<file path="src/rtl/op_pkg.sv">
// Shared types and constants for the operator command sequencer.
// Opcodes above OP_LAST are issued anyway but report an error result.
package op_pkg;

    localparam int OP_W  = 5;
    localparam int CMD_W = 13;

    localparam logic [OP_W-1:0] OP_LAST = 5'd22;

    // Base code of each opcode group; a group runs up to the next base.
    localparam logic [OP_W-1:0] OP_ARITH_BASE   = 5'd0;
    localparam logic [OP_W-1:0] OP_BITWISE_BASE = 5'd5;
    localparam logic [OP_W-1:0] OP_SHIFT_BASE   = 5'd9;
    localparam logic [OP_W-1:0] OP_CMP_BASE     = 5'd11;
    localparam logic [OP_W-1:0] OP_LOGIC_BASE   = 5'd17;
    localparam logic [OP_W-1:0] OP_COND_BASE    = 5'd19;
    localparam logic [OP_W-1:0] OP_REDUCE_BASE  = 5'd20;
    localparam logic [OP_W-1:0] OP_CONCAT_BASE  = 5'd22;

    typedef enum logic [1:0] {
        IDLE = 2'd0,
        EXEC = 2'd1,
        HOLD = 2'd2
    } seq_state_t;

    typedef struct packed {
        logic [OP_W-1:0] opcode;
        logic            a;
        logic            b;
        logic [2:0]      c;
        logic [2:0]      d;
    } cmd_t;

    function automatic logic op_illegal(input logic [OP_W-1:0] op);
        return op > OP_LAST;
    endfunction

endpackage

</file>
<file path="src/rtl/op_cmd_fifo.sv">
// Synchronous command FIFO; DEPTH must be a power of two so pointers wrap
// naturally.
module op_cmd_fifo
    import op_pkg::*;
#(
    parameter int DEPTH = 4,
    parameter int W     = CMD_W
) (
    input  logic                     clk,
    input  logic                     rst,
    input  logic                     push,
    input  logic [W-1:0]             wr_data,
    input  logic                     pop,
    output logic [W-1:0]             rd_data,
    output logic                     full,
    output logic                     empty,
    output logic [$clog2(DEPTH):0]   count
);

    localparam int AW = $clog2(DEPTH);
    localparam int CW = AW + 1;

    logic [W-1:0]  mem [DEPTH];
    logic [AW-1:0] wr_ptr;
    logic [AW-1:0] rd_ptr;

    assign rd_data = mem[rd_ptr];
    assign full    = (count == CW'(DEPTH));
    assign empty   = (count == '0);

    always_ff @(posedge clk) begin
        if (push) begin
            mem[wr_ptr] <= wr_data;
        end
    end

    always_ff @(posedge clk) begin
        if (rst) begin
            wr_ptr <= '0;
            rd_ptr <= '0;
            count  <= '0;
        end else begin
            if (push) wr_ptr <= wr_ptr + 1'b1;
            if (pop)  rd_ptr <= rd_ptr + 1'b1;
            case ({push, pop})
                2'b10:   count <= count + 1'b1;
                2'b01:   count <= count - 1'b1;
                default: count <= count;
            endcase
        end
    end

endmodule

</file>
<file path="src/rtl/op_sequencer.sv">
// Buffers operator commands, issues them one at a time to the combinational
// operator unit and holds each tagged result until downstream accepts it.
//
//   state | meaning
//   IDLE  | no command in flight; load from FIFO head when non-empty
//   EXEC  | operands registered, operator settling; capture at next edge
//   HOLD  | result presented with res_valid=1 until res_ready
module op_sequencer
    import op_pkg::*;
#(
    parameter int DEPTH = 4
) (
    input  logic            clk,
    input  logic            rst,
    input  logic            cmd_valid,
    output logic            cmd_ready,
    input  logic [OP_W-1:0] cmd_opcode,
    input  logic            cmd_a,
    input  logic            cmd_b,
    input  logic [2:0]      cmd_c,
    input  logic [2:0]      cmd_d,
    output logic [OP_W-1:0] opocode,
    output logic            a,
    output logic            b,
    output logic [2:0]      c,
    output logic [2:0]      d,
    input  logic            Y,
    input  logic [5:0]      R,
    input  logic [2:0]      A,
    output logic            res_valid,
    input  logic            res_ready,
    output logic [OP_W-1:0] res_opcode,
    output logic            res_y,
    output logic [5:0]      res_r,
    output logic [2:0]      res_a,
    output logic            res_err,
    output logic            busy
);

    seq_state_t              state;
    cmd_t                    head;
    logic [CMD_W-1:0]        fifo_rd;
    logic                    fifo_full;
    logic                    fifo_empty;
    logic [$clog2(DEPTH):0]  fifo_count;
    logic                    push;
    logic                    pop;
    logic                    exec_err;

    assign cmd_ready = !fifo_full;
    assign push      = cmd_valid && !fifo_full;
    // A load happens from IDLE or on the HOLD handshake; both consume the head.
    assign pop       = !fifo_empty && ((state == IDLE) || (state == HOLD && res_ready));
    assign head      = cmd_t'(fifo_rd);
    assign exec_err  = op_illegal(opocode);
    assign busy      = (state != IDLE) || (fifo_count != '0);

    op_cmd_fifo #(
        .DEPTH (DEPTH),
        .W     (CMD_W)
    ) u_fifo (
        .clk     (clk),
        .rst     (rst),
        .push    (push),
        .wr_data ({cmd_opcode, cmd_a, cmd_b, cmd_c, cmd_d}),
        .pop     (pop),
        .rd_data (fifo_rd),
        .full    (fifo_full),
        .empty   (fifo_empty),
        .count   (fifo_count)
    );

    always_ff @(posedge clk) begin
        if (rst) begin
            state      <= IDLE;
            opocode    <= '0;
            a          <= 1'b0;
            b          <= 1'b0;
            c          <= '0;
            d          <= '0;
            res_valid  <= 1'b0;
            res_opcode <= '0;
            res_y      <= 1'b0;
            res_r      <= '0;
            res_a      <= '0;
            res_err    <= 1'b0;
        end else begin
            case (state)
                IDLE: begin
                    if (pop) begin
                        opocode <= head.opcode;
                        a       <= head.a;
                        b       <= head.b;
                        c       <= head.c;
                        d       <= head.d;
                        state   <= EXEC;
                    end
                end
                EXEC: begin
                    res_opcode <= opocode;
                    res_err    <= exec_err;
                    res_y      <= exec_err ? 1'b0 : Y;
                    res_r      <= exec_err ? 6'd0 : R;
                    res_a      <= exec_err ? 3'd0 : A;
                    res_valid  <= 1'b1;
                    state      <= HOLD;
                end
                HOLD: begin
                    if (res_ready) begin
                        res_valid <= 1'b0;
                        if (pop) begin
                            opocode <= head.opcode;
                            a       <= head.a;
                            b       <= head.b;
                            c       <= head.c;
                            d       <= head.d;
                            state   <= EXEC;
                        end else begin
                            state <= IDLE;
                        end
                    end
                end
                default: state <= IDLE;
            endcase
        end
    end

endmodule

</file>
<file path="config.mk">
export PLATFORM = sky130hd
export DESIGN_NAME = op_sequencer
export DESIGN_NICKNAME = d
export VERILOG_FILES = /design/src/rtl/op_pkg.sv /design/src/rtl/op_cmd_fifo.sv /design/src/rtl/op_sequencer.sv
export SDC_FILE = /design/constraint.sdc
export NUM_CORES = 1
export LEC_CHECK = 0
export ABC_CLOCK_PERIOD_IN_PS = 2950
export CAP_MARGIN = 25
export CORE_ASPECT_RATIO = 2
export CORE_MARGIN = 3
export CORE_UTILIZATION = 53
export CTS_CLUSTER_DIAMETER = 60
export DETAILED_ROUTE_END_ITERATION = 7
export GPL_ROUTABILITY_DRIVEN = 0
export GPL_TIMING_DRIVEN = 1
export PLACE_DENSITY = 0.83
export SLEW_MARGIN = 20
export SYNTH_ARGS = -nofsm -noshare
export SYNTH_HDL_FRONTEND = slang
export SYNTH_SLANG_ARGS = --single-unit
</file>
<file path="constraint.sdc">
create_clock -name clk -period 2.95 [get_ports clk]
set_input_delay 0.59 -clock clk [delete_from_list [all_inputs] [get_ports clk]]
set_output_delay 0.59 -clock clk [all_outputs]
set_load 0.01 [all_outputs]
</file>
==> results.ini <==
[finish]
syn_to_final_growth_pct=26.6
n_antenna_cell=0
layout-drive-gt1-share=0.133
post-route-util=0.695
fin_nets=344

[detailed_routing]
wl_um=6610
drt_iter0_drc=124
vias_per_cell=5.37
detail-route-antenna-nets=0
vias=2168
remaining_drc_errors=0
wire_per_inst_um=16.4
drtPass1Iterations=4

[timing]
setup_tns_ns=0
grt_setup_unrepaired=no
hold_viol=0
fin_skew_ns=0.00560
maxSlewViolCount=0
slew_headroom=0.544
finalSetupViolCount=0
fin_crit_sh=0.878
finalCriticalPeriod_ns=2.59
fmax_ghz=0.386
tightest_slew_ns=0.684

[place]
io_buffers=58
dp_hpwl_um=4590

[floorplanning]
die_w_um=64.6
ios=59
die_h_um=123
fp.coreArea_um2=6620
initial_core_util=0.549
std_cell_rows=42
die_area_um2=7950

[cts]
cts_hold_buf=0
clock_latency_ns=0.34
tritoncts=yes
post-cts-setup-buffers=0
path_clk_slew_ns=0.06
clockBufferDepth=2
cts_resized=0
root_buffer=clkbuf_16
h-tree-depth=3
cts_made_buffers=9
cts_sinks=93

[grt]
grt-ovfl-total=0
grt_pass1_vias=2249
track_usage=0.182
antenna_found_initial=0
grt_max_degree=24
grt_pass1_wl_um=10700

[run]
cap_violations=0

[synth]
yosysUniqueCellTypes=39
ys_seq_elements=93
async_flop_share=0
synth_area_leader_cell=edfxtp_1
yosysTopAreaCellShare=0.429
synth.net_count=283
synth_edf_count=52
synth-main-ff-cell=edfxtp_1
synth.area.top_cells=edfxtp_1, dfxtp_1, mux4_2
postSynthAreaPerCell_um2=14.5
synth_warnings=0
syn-instance-count=250
netlist_area_um2=3640
ys_seq_area_frac=0.655

[worst_setup_path]
worstSetupStartpointType=input port
end_kind=flop
path_max_fanout=2
critical_path_cell_count=9
cpLargestDelayFamily=simple AND/OR/NAND/NOR gates
arrival_ns=2.86
crit_slowest_cell=clkdlybuf4s50_1
slowest_delay_ns=0.49
criticalPathCategory=in -> reg
worst-path-buf-inv=2
worstRegToRegCells=8
rrSetupSlack_ns=0.44
crit_required_ns=3.21
crit_chain=clkdlybuf4s50_1, and2b_1, nor3_2, ha_1, inv_1, fa_1, xor2_1, or3_2, a21oi_1

[power_and_ir_drop]
power.density_nw_per_um2=924
irDropWorstVdd_v=0.000611
p_leak_uw=0.00155

[run_status]
status=complete, no violations

[min_path]
whs_path_depth=2
hold_class=reg -> reg

==> routing by layer <==
| metal | GRT usage | wire length [um] |
|---|---|---|
| met4 | 0.107 | 137 |
| met1 | 0.183 | 2530 |
| met2 | 0.332 | 3710 |
| met3 | 0.0473 | 233 |
| met5 | 0 | 0 |
==> synthesized netlist by cell type, types with 3 or more instances <==
| master | number |
|---|---|
| inv_1 | 5 |
| nand2b_1 | 25 |
| and3_2 | 4 |
| o21ai_0 | 11 |
| a21oi_1 | 12 |
| dfxtp_1 | 41 |
| buf_1 | 3 |
| nand3_1 | 3 |
| buf_2 | 3 |
| ha_1 | 5 |
| nand3b_1 | 10 |
| o2bb2ai_1 | 13 |
| nor2_1 | 5 |
| edfxtp_1 | 52 |
| mux4_2 | 12 |
| clkbuf_1 | 5 |
| nand2_1 | 14 |
==> power breakdown <==
group          internal, uW  switching (uW)  leakage, uW  total (uW)
clock                   732             436     0.000147        1170
combinational           663             588     0.000590        1250
sequential             1630             204     0.000812        1830
==> worst paths after layout <==
path	from	end
setup / recovery	res_ready	u_fifo.count[2]
hold reg to reg	res_opcode[3]	res_opcode[3]
setup reg to reg	u_fifo.count[2]	u_fifo.count[2]
hold / removal	res_opcode[3]	res_opcode[3]
==> metrics by stage <==
| stage | hold slack (ns) | total power, uW | cells | setup slack, ns | instance area [um^2] |
|---|---|---|---|---|---|
| after global placement | 0.444 | 3070 | 388 | 0.140 | 4300 |
| after floorplan | 0.473 | 2570 | 250 | 0.316 | 3640 |
| final | 0.454 | 4250 | 404 | 0.359 | 4600 |
| after global routing | 0.484 | 4490 | 404 | 0.300 | 4600 |
| after CTS | 0.459 | 4310 | 404 | 0.362 | 4600 |
| after detailed placement | 0.450 | 3120 | 388 | 0.0844 | 4300 |
==> cells by family (layout without fill, tap and decap cells) <==
logic type / Yosys count / in the layout / share of synthesized area
simple gates: 74 / 74 / 0.129
compound gates: 42 / 42 / 0.0781
buf+inv: 19 / 85 / 0.0258
flops: 93 / 93 / 0.655
mux: 14 / 14 / 0.0847
xor+xnor: 2 / 2 / 0.00482
fa+ha+maj: 6 / 6 / 0.0227
==> cell usage in the layout (no fill, tap or decap), types with 2 or more instances in the layout <==
cell	netlist	layout
dfxtp_1	41	41
nor2b_1	2	2
mux4_2	12	12
edfxtp_1	52	52
clkbuf_16	0	9
clkinv_1	0	2
and3_2	4	4
buf_4	1	6
nand3_1	3	3
nor2_1	5	5
xor2_1	2	2
a21oi_1	12	12
nand3b_1	10	10
bufinv_16	0	2
inv_1	5	5
ha_1	5	5
a21o_1	2	2
o21ai_0	11	11
nand2_1	14	14
o2bb2ai_1	13	13
nand2b_1	25	25
and2b_1	2	2
clkdlybuf4s50_1	0	58
==> worst reg2reg max path, stage by stage (launching register included) <==
cell and delay, ns:
dfxtp_1 0.42, or3b_1 0.51, nand2_1 0.13, ha_1 0.18
inv_1 0.06, fa_1 0.37, xor2_1 0.18, or3_2 0.41
a21oi_1 0.16
==> registers in the layout, indices dropped and copies added (netlist names), named ones only <==
signal	cells
u_fifo.mem	52
a	1
res_y	1
res_r	6
opocode	5
res_a	3
res_opcode	5
res_err	1
res_valid	1
c	3
u_fifo.rd_ptr	2
u_fifo.count	3
b	1
state	2
u_fifo.wr_ptr	2
d	3
==> final cells by class <==
cell class / instances / area [um^2]
Sequential cell: 93 / 2380
Fill cell: 481 / 2020
Multi-Input combinational cell: 138 / 1160
Timing Repair Buffer: 64 / 626
Clock buffer: 10 / 229
Tap cell: 88 / 110
Clock inverter: 6 / 77.6
Inverter: 5 / 18.8
No activity file was read; power rests on OpenSTA's default activity.
